<file path="src/rtl/regfile_write_arbiter_pkg.sv">
// Shared register-file constants and helpers for the writeback path.
// The write arbiter uses the x0 index and the one-hot enable decoder.
package regfile_pkg;

  localparam int DATA_WIDTH     = 32;
  localparam int ADDR_WIDTH     = 5;
  localparam int NUM_REGS       = 32;

  localparam int SP_INDEX       = 2;
  localparam logic [DATA_WIDTH-1:0] SP_RESET = 32'h7FFF_EFFC;
  localparam int ZERO_INDEX     = 0;

  localparam int DROP_CNT_WIDTH = 8;

  // Per-register write enable for a destination index.
  function automatic logic [NUM_REGS-1:0] onehot_decode(input logic [ADDR_WIDTH-1:0] addr);
    logic [NUM_REGS-1:0] one;
    one = {{(NUM_REGS-1){1'b0}}, 1'b1};
    return one << addr;
  endfunction

endpackage

</file>
<file path="src/rtl/regfile_write_arbiter_if.sv">
// Writeback bus between requesters, the write arbiter and the register file.
// master = requester/register-file side, slave = arbiter.
interface regfile_write_arbiter_if #(
  parameter int DATA_WIDTH = 32,
  parameter int ADDR_WIDTH = 5,
  parameter int NUM_REQ    = 3
);

  localparam int NREGS = 2 ** ADDR_WIDTH;

  logic [NUM_REQ-1:0]            req_valid;
  logic [NUM_REQ*ADDR_WIDTH-1:0] req_addr;
  logic [NUM_REQ*DATA_WIDTH-1:0] req_data;
  logic [NUM_REQ-1:0]            req_ready;

  logic [DATA_WIDTH-1:0]         wr_D;
  logic [NREGS-1:0]              wr_en;
  logic                          fwd_valid;
  logic [ADDR_WIDTH-1:0]         fwd_addr;

  modport master (
    output req_valid, req_addr, req_data,
    input  req_ready, wr_D, wr_en, fwd_valid, fwd_addr
  );

  modport slave (
    input  req_valid, req_addr, req_data,
    output req_ready, wr_D, wr_en, fwd_valid, fwd_addr
  );

endinterface

</file>
<file path="src/rtl/regfile_write_arbiter_rr_arbiter.sv">
// Combinational round-robin grant: first valid request at or after ptr,
// wrapping modulo N. hold suppresses every grant.
module rr_arbiter #(
  parameter int N = 3,
  localparam int PW = (N > 1) ? $clog2(N) : 1
) (
  input  logic [N-1:0]  req,
  input  logic [PW-1:0] ptr,
  input  logic          hold,
  output logic [N-1:0]  gnt,
  output logic [PW-1:0] gnt_idx
);

  int   idx;
  logic found;

  always_comb begin
    // NOTE: every output gets a default before the search so no path leaves it unassigned (no latch).
    gnt     = '0;
    gnt_idx = '0;
    found   = 1'b0;
    idx     = 0;
    if (!hold) begin
      for (int k = 0; k < N; k++) begin
        idx = int'(ptr) + k;
        if (idx >= N) idx = idx - N;
        if (!found && req[idx]) begin
          found    = 1'b1;
          gnt[idx] = 1'b1;
          gnt_idx  = PW'(idx);
        end
      end
    end
  end

endmodule

</file>
<file path="src/rtl/regfile_write_arbiter.sv">
// Shares the register file's single write port among NUM_REQ writeback sources:
// round-robin grant, one registered write per cycle, x0 writes counted and dropped.
module regfile_write_arbiter #(
  parameter int DATA_WIDTH = 32,
  parameter int ADDR_WIDTH = 5,
  parameter int NUM_REQ    = 3
) (
  input  logic                   clk,
  input  logic                   rst,
  input  logic                   hold,
  regfile_write_arbiter_if.slave bus,
  output logic [7:0]             drop_cnt
);

  import regfile_pkg::*;

  localparam int NREGS = 2 ** ADDR_WIDTH;
  localparam int PW    = (NUM_REQ > 1) ? $clog2(NUM_REQ) : 1;
  localparam logic [7:0] DROP_SAT = 8'hFF;

  logic [PW-1:0]         ptr;
  logic [PW-1:0]         ptr_nxt;
  logic [PW-1:0]         gnt_idx;
  logic [NUM_REQ-1:0]    gnt;
  logic                  accept;
  logic                  acc_zero;
  logic [ADDR_WIDTH-1:0] acc_addr;
  logic [DATA_WIDTH-1:0] acc_data;

  logic [DATA_WIDTH-1:0] wr_d_q;
  logic [NREGS-1:0]      wr_en_q;
  logic                  fwd_valid_q;
  logic [ADDR_WIDTH-1:0] fwd_addr_q;

  // Reset also masks the grant so nothing reads as accepted while rst is low.
  rr_arbiter #(.N(NUM_REQ)) u_rr_arbiter (
    .req     (bus.req_valid),
    .ptr     (ptr),
    .hold    (hold || !rst),
    .gnt     (gnt),
    .gnt_idx (gnt_idx)
  );

  assign bus.req_ready = gnt;
  assign accept        = |gnt;
  assign acc_addr      = bus.req_addr[int'(gnt_idx)*ADDR_WIDTH +: ADDR_WIDTH];
  assign acc_data      = bus.req_data[int'(gnt_idx)*DATA_WIDTH +: DATA_WIDTH];
  assign acc_zero      = (acc_addr == ADDR_WIDTH'(ZERO_INDEX));
  assign ptr_nxt       = (int'(gnt_idx) == NUM_REQ - 1) ? '0 : gnt_idx + PW'(1);

  // NOTE: sequential state uses non-blocking assignments so all registers update from pre-edge values.
  always_ff @(posedge clk or negedge rst) begin
    if (!rst) begin
      ptr         <= '0;
      wr_d_q      <= '0;
      wr_en_q     <= '0;
      fwd_valid_q <= 1'b0;
      fwd_addr_q  <= '0;
      drop_cnt    <= '0;
    end else begin
      wr_en_q     <= '0;
      fwd_valid_q <= 1'b0;
      if (accept) begin
        ptr <= ptr_nxt;
        if (acc_zero) begin
          if (drop_cnt != DROP_SAT) drop_cnt <= drop_cnt + 8'd1;
        end else begin
          wr_en_q     <= onehot_decode(acc_addr);
          wr_d_q      <= acc_data;
          fwd_valid_q <= 1'b1;
          fwd_addr_q  <= acc_addr;
        end
      end
    end
  end

  assign bus.wr_D      = wr_d_q;
  assign bus.wr_en     = wr_en_q;
  assign bus.fwd_valid = fwd_valid_q;
  assign bus.fwd_addr  = fwd_addr_q;

  a_wr_en_onehot: assert property (@(posedge clk) disable iff (!rst)
    $onehot0(wr_en_q) && !wr_en_q[ZERO_INDEX]);

  // A pending request must not change under the arbiter until it is taken.
  for (genvar i = 0; i < NUM_REQ; i++) begin : g_req_contract
    a_req_stable: assert property (@(posedge clk) disable iff (!rst)
      (bus.req_valid[i] && !bus.req_ready[i]) |=>
        (bus.req_valid[i]
         && $stable(bus.req_addr[i*ADDR_WIDTH +: ADDR_WIDTH])
         && $stable(bus.req_data[i*DATA_WIDTH +: DATA_WIDTH])));
  end

endmodule

</file>
<file path="src/flat_wrapper.sv">
// flat-port wrapper written by rule: the top's interface ports become plain ports
module regfile_write_arbiter_flat import regfile_pkg::*;
#(
  parameter int DATA_WIDTH = 32,
  parameter int ADDR_WIDTH = 5,
  parameter int NUM_REQ    = 3
)
  (clk, rst, hold, drop_cnt, bus_req_valid, bus_req_addr, bus_req_data, bus_req_ready, bus_wr_D, bus_wr_en, bus_fwd_valid, bus_fwd_addr);
  regfile_write_arbiter_if #(.DATA_WIDTH(DATA_WIDTH), .ADDR_WIDTH(ADDR_WIDTH), .NUM_REQ(NUM_REQ)) bus_i ();
  input  logic clk;
  input  logic rst;
  input  logic hold;
  output logic [7:0] drop_cnt;
  input wire logic [$bits(bus_i.req_valid)-1:0] bus_req_valid;
  input wire logic [$bits(bus_i.req_addr)-1:0] bus_req_addr;
  input wire logic [$bits(bus_i.req_data)-1:0] bus_req_data;
  output wire logic [$bits(bus_i.req_ready)-1:0] bus_req_ready;
  output wire logic [$bits(bus_i.wr_D)-1:0] bus_wr_D;
  output wire logic [$bits(bus_i.wr_en)-1:0] bus_wr_en;
  output wire logic [$bits(bus_i.fwd_valid)-1:0] bus_fwd_valid;
  output wire logic [$bits(bus_i.fwd_addr)-1:0] bus_fwd_addr;
  assign bus_i.req_valid = bus_req_valid;
  assign bus_i.req_addr = bus_req_addr;
  assign bus_i.req_data = bus_req_data;
  assign bus_req_ready = bus_i.req_ready;
  assign bus_wr_D = bus_i.wr_D;
  assign bus_wr_en = bus_i.wr_en;
  assign bus_fwd_valid = bus_i.fwd_valid;
  assign bus_fwd_addr = bus_i.fwd_addr;
  regfile_write_arbiter #(.DATA_WIDTH(DATA_WIDTH), .ADDR_WIDTH(ADDR_WIDTH), .NUM_REQ(NUM_REQ)) u_core (.clk(clk), .rst(rst), .hold(hold), .bus(bus_i), .drop_cnt(drop_cnt));
endmodule
</file>
<file path="config.mk">
export PLATFORM = sky130hd
export DESIGN_NAME = regfile_write_arbiter_flat
export DESIGN_NICKNAME = d
export VERILOG_FILES = /design/src/rtl/regfile_write_arbiter_pkg.sv /design/src/rtl/regfile_write_arbiter_if.sv /design/src/rtl/regfile_write_arbiter_rr_arbiter.sv /design/src/rtl/regfile_write_arbiter.sv /design/src/flat_wrapper.sv
export SDC_FILE = /design/constraint.sdc
export NUM_CORES = 1
export LEC_CHECK = 0
export CAP_MARGIN = 20
export CORE_MARGIN = 2
export CORE_UTILIZATION = 44
export CTS_CLUSTER_DIAMETER = 60
export CTS_CLUSTER_SIZE = 14
export DETAILED_ROUTE_END_ITERATION = 10
export PLACE_DENSITY_LB_ADDON = 0.3
export SLEW_MARGIN = 20
export SYNTH_ARGS = -nofsm -noshare
export SYNTH_HDL_FRONTEND = slang
export SYNTH_SLANG_ARGS = --single-unit
</file>
<file path="constraint.sdc">
create_clock -name clk -period 8.45 [get_ports clk]
set_input_delay 1.2675 -clock clk [delete_from_list [all_inputs] [get_ports clk]]
set_output_delay 1.2675 -clock clk [all_outputs]
set_load 0.005 [all_outputs]
</file>
==> run_results.csv <==
group,metric,value,unit
run_status,outcome,"finished clean",
floorplan,die_x,99.90,um
clock_network,h-tree-depth,3,
final_layout,nNetsFinal,700,
floorplan,die_area,9979,sq um
timing,tightest_slew,1.079,ns
power,leakage,2.762,nW
run,drv_cap,0,
setup_path,r2r_setup_slack,4.17,ns
clock_network,cts_max_path_buffers,2,
power,power,0.001670,W
detailed_routing,wl,11820,um
worst_hold_path,whs_path_depth,1,
yosys,synthFlopType,"dfrtp_1",
final_layout,final_cell_mix,"clkdlybuf4s50_1, dfrtp_1, nand2_1",
yosys,syn_avg_cell_area,10.38,sq um
final_layout,multiInputGateArea,1933,sq um
setup_path,worstPathRequired,8.67,ns
floorplan,boundaryPins,198,
yosys,netlist_area,4046,sq um
power,peakVddDrop,142.5,uV
clock_network,numCtsBuffers,9,
yosys,synth_area_leader_cell,"dfrtp_1",
yosys,async_reset_ff_share,100.0,%
detailed_routing,dr.pass1.iters,5,
detailed_routing,routed-via-count,3728,
detailed_routing,via_per_inst,5.395,
clock_network,cts_root_buf,"clkbuf_8",
yosys,syn_nets,512,
floorplan,num_rows,34,
final_layout,drive_above_1_share,10.98,%
setup_path,cp.arrival,5.15,ns
timing,maxSlewHeadroom,27.90,%
final_layout,fill_cells,655,
setup_path,crit_type,"in -> reg",
timing,slew_viol_final,0,
yosys,ys_ff_latch,80,
global_route,grt_pass1_wl,18440,um
setup_path,worstSetupStartpointType,"primary input",
placed_design,port_buffers,197,
floorplan,initial_core_util,45.95,%
clock_network,hold_buffers,0,
global_route,gr-total-overflow,0,
timing,finClkSkew,0.004173,ns
yosys,synth-simple-area-share,17.66,%
clock_network,clkSinkCount,80,
global_route,grt_pass1_vias,3801,
worst_hold_path,worstHoldPathType,"reg -> reg",
detailed_routing,route.detailed.wl_per_inst,17.10,um
detailed_routing,drt_iter0_drc,160,
clock_network,cts.clk_slew.worst_paths,0.08,ns
placed_design,dp_cells,675,
final_layout,final_core_util,71.34,%
yosys,synth_fa_ha_area_share,1.546,%
yosys,synth_compound_area_share,13.14,%
timing,hold_viol,0,
placed_design,gp_congestion,0.9785,
placed_design,placed_area,6085,sq um
setup_path,ff2ff_path_depth,11,
clock_network,cts_tree,"built",
yosys,synth_top_family_by_area,"simple AND/OR/NAND/NOR gates",
yosys,synth_xor_area_share,1.515,%
timing,period_share,58.30,%
timing,fin_crit,4.926,ns
placed_design,post-dp-hpwl,8934,um
final_layout,register_area,2002,sq um
detailed_routing,ant_nets,0,
final_layout,final_cells,691,
worst_hold_path,min_from,"u_core.bus.wr_D[3]",
final_layout,final_common_cell,"clkdlybuf4s50_1",
power,power_density,265.8,nW/um^2
clock_network,post_cts_resized,0,
global_route,antenna_found_initial,0,
yosys,yosysSeqAreaShare,49.47,%
setup_path,crit_fanout,41,
yosys,yosysWarnings,0,
global_route,globalRouteTotalUtil,23.55,%
setup_path,worstSetupEndpointType,"flip-flop",
worst_hold_path,hold_end,"u_core.bus.wr_D[3]",
yosys,synthCells,390,
clock_network,postCtsSetupBuffers,0,
yosys,yosysTopAreaCellShare,49.47,%
yosys,synth.distinct_cells,47,
global_route,grt_max_degree,83,
clock_network,clk_latency,0.34,ns
final_layout,diodes,0,
yosys,synth_area_leaders,"dfrtp_1, mux2_4, nand2_1",
timing,setup_tns,0,ns
timing,final-setup-viol-count,0,
final_layout,finalInstanceArea,6282,sq um
yosys,synthMuxAreaShare,13.17,%
timing,rsz0062_at_grt,"false",
yosys,synth-edff-count,0,
timing,fmax,0.2030,GHz
final_layout,syn_to_final_growth,55.26,%
detailed_routing,drc,0,
setup_path,reg2reg_from,"u_core.ptr[1]",
floorplan,coreArea,8806,sq um
floorplan,die_h,99.90,um
setup_path,reg2reg_to,"u_core.bus.wr_D[31]",
==> metal layers <==
| metal | global-route usage (%) | up-vias | wire [um] |
|---|---|---|---|
| met5 | 0 | - | 0 |
| met1 | 27.75 | 1791 | 4576 |
| met2 | 42.67 | 165 | 6245 |
| met4 | 8.535 | 0 | 265 |
| li1 | - | 1746 | - |
| met3 | 4.596 | 26 | 731 |
==> Yosys cell counts (2+ instances only) <==
cell,instances
xnor2_1,7
a21o_1,2
nor2_1,37
o21a_1,4
nand2_1,78
mux2_2,6
a221oi_1,3
a22oi_1,32
o211ai_1,3
buf_6,3
nand3b_1,2
clkbuf_1,15
nand3_1,5
buf_1,2
ha_1,5
nand4_1,8
nor2b_1,5
o221ai_1,2
and3_1,7
or3_1,5
or2_2,2
inv_1,8
a21oi_1,9
nand2b_1,3
a221o_1,2
mux2_4,29
mux2i_1,3
dfrtp_1,80
nor3_1,4
o22ai_1,2
==> cell families (layout without fill, tap and decap cells) <==
logic type | after synthesis | in the layout
other | 1 | 1
and+or+nand+nor | 159 | 159
DFF | 80 | 80
xor gates and xnor gates | 7 | 7
muxes | 38 | 38
AOI/OAI and AO/OA | 70 | 70
buffers and inverters | 30 | 223
adders and majority gates | 5 | 5
==> registers in the layout, indices dropped and copies added, names as in the netlist <==
signal	count
u_core.bus.fwd_valid	1
u_core.bus.wr_en	32
u_core.drop_cnt	8
u_core.bus.fwd_addr	5
u_core.ptr	2
u_core.bus.wr_D	32
==> critical path: stages <==
cell and delay [ns]:
clkdlybuf4s50_1 0.64, mux2i_1 0.19, nor3b_1 0.39, a41oi_2 0.11, a31o_2 0.55, a221o_1 0.56, nor4_4 0.63, a21oi_4 0.08
buf_4 0.34, mux2_4 0.37
==> metrics by stage <==
stage	setup slack [ns]	hold WS, ns
after floorplan	4.600	0.4877
after global placement	3.510	0.4912
after detailed placement	3.251	0.4942
after CTS	3.605	0.5201
after global routing	3.424	0.5320
final	3.524	0.5160
==> power breakdown <==
part           leakage, nW  internal (W)  switching [W]  total (W)
clock network       0.0993      0.000144       0.000132   0.000277
logic                 1.63      0.000483       0.000351   0.000834
registers             1.03      0.000490      0.0000684   0.000559
==> layout make-up <==
class / instances / share of cell area, %
timing repair buffer: 199 / 31.59
tap: 108 / 2.151
inverter: 8 / 0.4780
clock buffer: 11 / 2.251
sequential: 80 / 31.87
multi-input combinational: 280 / 30.77
clock inverter: 5 / 0.8962
==> worst max path at each step <==
stage,from,end,slack [ns],cells past startpoint
2_1_floorplan,bus_req_valid[1],u_core.bus.wr_D[10],4.60,10
3_3_place_gp,rst,u_core.bus.wr_D[24],3.51,8
3_5_place_dp,bus_req_valid[1],u_core.bus.wr_D[14],3.25,10
4_1_cts,bus_req_valid[1],u_core.bus.wr_D[31],3.61,10
5_1_grt,bus_req_valid[1],u_core.bus.wr_D[6],3.42,10
6_report,bus_req_valid[1],u_core.bus.wr_D[31],3.52,10
Note: power is estimated with default switching activity, not from simulation.
